**src/rtl/imm_encoder.sv**
```systemverilog
// imm_encoder: two-stage pipelined RISC-V immediate encoder.
// Places a signed immediate into the I/S/B/J bit positions of an instruction
// template, the exact inverse of the immediate-extend unit. Template bits
// outside the selected format's immediate field pass through unchanged.
//
// Ports:
//   clk       - clock, all state updates on the rising edge
//   reset     - synchronous, active-high reset
//   in_valid  - request present
//   in_ready  - request accepted when in_valid && in_ready
//   immsrc    - immediate format: 00 I, 01 S, 10 B, 11 J
//   imm       - signed immediate (byte offset for B and J)
//   template  - instruction word supplying the non-immediate bits
//   out_valid - encoded result present
//   out_ready - result consumed when out_valid && out_ready
//   instr     - encoded instruction
//   err       - immediate not encodable (qualified by out_valid)
//
// Configuration:
//   IMM_ENCODER_RANGECHK_EN - when defined, out-of-range immediates raise err
//   and their immediate field is forced to zero. When undefined, err is tied
//   low and the immediate is simply truncated to the format's bits.
module imm_encoder (
    input  logic        clk,
    input  logic        reset,
    input  logic        in_valid,
    output logic        in_ready,
    input  logic [1:0]  immsrc,
    input  logic [31:0] imm,
    input  logic [31:0] template,
    output logic        out_valid,
    input  logic        out_ready,
    output logic [31:0] instr,
    output logic        err
);

    typedef enum logic [1:0] {
        FmtI = 2'b00,
        FmtS = 2'b01,
        FmtB = 2'b10,
        FmtJ = 2'b11
    } fmt_e;

    // Stage 1: captured request
    logic        s1_valid_q, s1_valid_d;
    fmt_e        s1_fmt_q;
    logic [31:0] s1_imm_q;
    logic [31:0] s1_tmpl_q;

    // Stage 2: encoded result
    logic        s2_valid_q, s2_valid_d;
    logic [31:0] s2_instr_q;
    logic        s2_err_q;

    logic        accept;
    logic        advance;

    logic [31:0] imm_mask;
    logic [31:0] imm_bits;
    logic [31:0] enc_instr;
    logic        enc_err;

    // S1 moves forward when S2 is free or is being drained this cycle.
    assign advance  = s1_valid_q && (!s2_valid_q || out_ready);
    assign in_ready = !s1_valid_q || advance;
    assign accept   = in_valid && in_ready;

    always_comb begin
        s1_valid_d = s1_valid_q;
        if (accept) begin
            s1_valid_d = 1'b1;
        end else if (advance) begin
            s1_valid_d = 1'b0;
        end

        s2_valid_d = s2_valid_q;
        if (advance) begin
            s2_valid_d = 1'b1;
        end else if (out_ready) begin
            s2_valid_d = 1'b0;
        end
    end

    // Immediate field mask and placed bits per format.
    always_comb begin
        imm_mask = '0;
        imm_bits = '0;
        unique case (s1_fmt_q)
            FmtI: begin
                imm_mask = 32'hFFF0_0000;
                imm_bits = {s1_imm_q[11:0], 20'b0};
            end
            FmtS: begin
                imm_mask = 32'hFE00_0F80;
                imm_bits = {s1_imm_q[11:5], 13'b0, s1_imm_q[4:0], 7'b0};
            end
            FmtB: begin
                imm_mask = 32'hFE00_0F80;
                imm_bits = {s1_imm_q[12], s1_imm_q[10:5], 13'b0,
                            s1_imm_q[4:1], s1_imm_q[11], 7'b0};
            end
            FmtJ: begin
                imm_mask = 32'hFFFF_F000;
                imm_bits = {s1_imm_q[20], s1_imm_q[10:1], s1_imm_q[11],
                            s1_imm_q[19:12], 12'b0};
            end
            default: ;
        endcase
    end

`ifdef IMM_ENCODER_RANGECHK_EN
    logic in_range;

    // Representable iff every bit above the field's sign bit matches it;
    // branch and jump offsets must also be even.
    always_comb begin
        in_range = 1'b1;
        unique case (s1_fmt_q)
            FmtI, FmtS: in_range = &s1_imm_q[31:11] || ~|s1_imm_q[31:11];
            FmtB: in_range = (&s1_imm_q[31:12] || ~|s1_imm_q[31:12]) && !s1_imm_q[0];
            FmtJ: in_range = (&s1_imm_q[31:20] || ~|s1_imm_q[31:20]) && !s1_imm_q[0];
            default: ;
        endcase
    end

    assign enc_err   = !in_range;
    assign enc_instr = (s1_tmpl_q & ~imm_mask) | (in_range ? imm_bits : 32'h0);
    assign err       = s2_err_q;
`else
    // Upper immediate bits only matter to the range check.
    logic unused_imm_hi;
    assign unused_imm_hi = ^s1_imm_q[31:21];

    assign enc_err   = 1'b0;
    assign enc_instr = (s1_tmpl_q & ~imm_mask) | imm_bits;
    assign err       = 1'b0;
`endif

    always_ff @(posedge clk) begin
        if (reset) begin
            s1_valid_q <= 1'b0;
            s1_fmt_q   <= FmtI;
            s1_imm_q   <= '0;
            s1_tmpl_q  <= '0;
            s2_valid_q <= 1'b0;
            s2_instr_q <= '0;
            s2_err_q   <= 1'b0;
        end else begin
            s1_valid_q <= s1_valid_d;
            s2_valid_q <= s2_valid_d;
            if (accept) begin
                s1_fmt_q  <= fmt_e'(immsrc);
                s1_imm_q  <= imm;
                s1_tmpl_q <= template;
            end
            if (advance) begin
                s2_instr_q <= enc_instr;
                s2_err_q   <= enc_err;
            end
        end
    end

    assign out_valid = s2_valid_q;
    assign instr     = s2_instr_q;

endmodule

```
**config.mk**
```make
export PLATFORM = sky130hd
export DESIGN_NAME = imm_encoder
export DESIGN_NICKNAME = d
export VERILOG_FILES = /design/src/rtl/imm_encoder.sv
export SDC_FILE = /design/constraint.sdc
export NUM_CORES = 1
export LEC_CHECK = 0
export CORE_ASPECT_RATIO = 1.25
export CORE_MARGIN = 8
export CORE_UTILIZATION = 30
export CTS_CLUSTER_DIAMETER = 50
export CTS_CLUSTER_SIZE = 10
export DETAILED_ROUTE_END_ITERATION = 6
export GPL_ROUTABILITY_DRIVEN = 0
export PLACE_DENSITY = 0.51
export SLEW_MARGIN = 20
export SYNTH_ARGS = -nofsm -noshare
export SYNTH_HDL_FRONTEND = slang
export SYNTH_SLANG_ARGS = --single-unit
```
**constraint.sdc**
```tcl
create_clock -name clk -period 2.4 [get_ports clk]
set_input_delay 0.36 -clock clk [delete_from_list [all_inputs] [get_ports clk]]
set_output_delay 0.36 -clock clk [all_outputs]
set_load 0.01 [all_outputs]
```
==> results.cfg <==
[global_route]
grt_max_degree = 56
grt_pass1_vias = 2905
grt_pass1_wl_um = 15100
grt.total_usage_pct = 12.4
antenna_found_initial = 0
grt-ovfl-total = 0

[detailed_routing]
wl_um = 9480
drt.antenna.violating_nets = 0
vias = 2906
firstDrtPassIters = 4
drt_iter0_drc = 106
vias_per_cell = 4.80
wire_per_inst_um = 15.6
drcViolationCount = 0

[critical_path]
rr_worst_depth = 3
crit_start = out_ready
critical_path_class = in2out
r2r_slack_ns = 0.38
worst_path_most_repeated_cell = clkdlybuf4s50_1
critPathMaxStageDelay_ns = 0.49
startpoint_type = primary input
arrival_ns = 1.74
cp-end-kind = primary output
critPathRequiredTime_ns = 2.04
crit_chain = clkdlybuf4s50_1 -> nor2b_1 -> buf_4 -> nand2_1 -> clkdlybuf4s50_1
critPathMaxFanout = 12
worstSetupEndpoint = in_ready
cp_slowest_cell = clkdlybuf4s50_1
reg2reg_from = s1_valid_q
r2r-end = instr[24]

[timing]
period_needed_ns = 2.10
worst_pin_slew_ns = 0.853
fin_setup_tns_ns = 0
whs_ns = 0.456
rsz0062_at_grt = false
fmax_ghz = 0.477
max_slew_margin_pct = 43.1
final.period_utilization_pct = 87.3
finalSetupViolations = 0
timing.final.hold_violations = 0
maxSlewViolCount = 0
fin_skew_ns = 0.00490
postLayoutSetupSlackWorst_ns = 0.305

[clock_tree]
cts-resized-gates = 0
cts-root-buf = clkbuf_16
cts_tree = yes
clk_pin_slew_ns = 0.06
post-cts-setup-buffer-count = 0
clk_latency_ns = 0.33
cts-buffers-inserted = 9
cts_hold_buf = 0
ctsHtreeMaxLevel = 3
cts.sinks = 82
clockBufferDepth = 2

[run_status]
outcome = complete, no violations

[synthesis]
async_flop_share_pct = 0
synth_edf_count = 0
yosysWarningCount = 0
yosysSeqAreaShare_pct = 47.1
synth_area_per_cell_sq_um = 8.92
synth_fp_nets = 466
post_synth_instance_area_sq_um = 3490
yosys_most_used_dff = dfxtp_1
yosysUniqueCellTypes = 29
synthCells = 391
yosys_register_bits = 82

[pwr]
clockPowerShare_pct = 42.1
pwr-share-comb_pct = 12.8
p_leak_nw = 1.84
seq_power_share_pct = 45.0
ir_drop_mv = 0.348
power_switching_mw = 0.796
cell_internal_pwr_mw = 2.52
p_per_area_nw_per_um2 = 703
switching_share_pct = 24.0

[floorplan]
start_util_pct = 30.3
die_height_um = 137
die_x_um = 112
die-area_sq_um = 15400
coreArea_sq_um = 11500
io_pins = 105
rows = 44

[placed_design]
hpwl_um = 6490
io_buffers = 85
pre_cts_ws_ns = 0.273

[finish]
register_area_sq_um = 1640
n_antenna_cell = 0
fillers = 1157
fin_nets = 538
multi_input_area_sq_um = 1630
mostFrequentLayoutCells = 97 x nand2_1, 85 x clkdlybuf4s50_1, 82 x dfxtp_1, 46 x mux2i_1, 42 x a21oi_1
drive_gt1_share_pct = 6.84
area_growth_syn_to_layout_pct = 35.4
layout_commonest_cell = nand2_1

[job]
max_cap_violations = 0

[hold_path]
worst_hold_path_type = reg2reg
[stage by stage]
stage	util, %	power (mW)	area, sq um	instances
final	41.0	3.32	4720	606
after detailed placement	38.4	1.96	4420	590
after global placement	38.4	1.95	4420	590
after global routing	41.0	3.46	4720	606
after CTS	41.0	3.36	4720	606
after floorplan	-	1.75	3490	391
[critical path: cells and delay by family]
| family | cells | cell delay (ns) |
|---|---|---|
| buf+inv | 3 | 1.12 |
| simple gates | 2 | 0.24 |
[synth_stat cells (all sizes together) (5+ instances only)]
cell type | instances | area, sq um
inv | 5 | 18.8
a211oi | 15 | 113
clkbuf | 14 | 52.6
nand2 | 97 | 364
dfxtp | 82 | 1640
nand3 | 13 | 65.1
nor2b | 10 | 62.6
a21oi | 42 | 210
mux2i | 46 | 460
ha | 5 | 62.6
a22oi | 6 | 45.0
o21ai | 18 | 90.1
buf | 20 | 143
[cell families after synthesis]
kind of cell	after synthesis	share of synthesized area, %
and+or+nand+nor	124	14.8
adders and majority gates	5	1.79
DFF	82	47.1
buffers and inverters	39	6.13
muxes	46	13.2
AOI/OAI and AO/OA	94	16.9
other	1	0.108
[area by class of cell]
class	count	area share [%]
sequential	82	34.8
multi-input combinational	270	34.6
timing repair buffer	95	20.1
clock buffer	11	5.35
tap	138	3.66
clock inverter	5	1.11
inverter	5	0.397
[per-layer routing]
metal  routed length, um  vias up  GRT usage, %
met3                 285       15          2.30
met1                4330     1357          14.7
met5                   0        -             0
met2                4650       55          21.0
met4                 213        0          6.61
li1                    -     1479             -
[state kept, by name, summed over array words and instances, names as in the netlist]
name        flops
instr          32
s1_tmpl_q      25
s1_imm_q       21
s1_fmt_q        2
out_valid       1
s1_valid_q      1
[power by group through the flow]
stage	registers, mW	logic, mW	clock network (mW)
after global routing	1.50	0.466	1.48
after detailed placement	1.52	0.431	0
after global placement	1.52	0.426	0
after CTS	1.50	0.432	1.43
after floorplan	1.52	0.232	0
final	1.50	0.426	1.40
[how the worst min path moves through the flow]
stage,endpoint,start,depth (start not counted)
after floorplan,s1_tmpl_q[12],s1_tmpl_q[12],2
after global placement,s1_tmpl_q[1],s1_tmpl_q[1],2
after detailed placement,s1_tmpl_q[12],s1_tmpl_q[12],2
after CTS,s1_tmpl_q[9],s1_tmpl_q[9],2
after global routing,s1_tmpl_q[16],s1_tmpl_q[16],2
final,s1_tmpl_q[14],s1_tmpl_q[14],2
No activity file was read; power rests on OpenSTA's default activity.
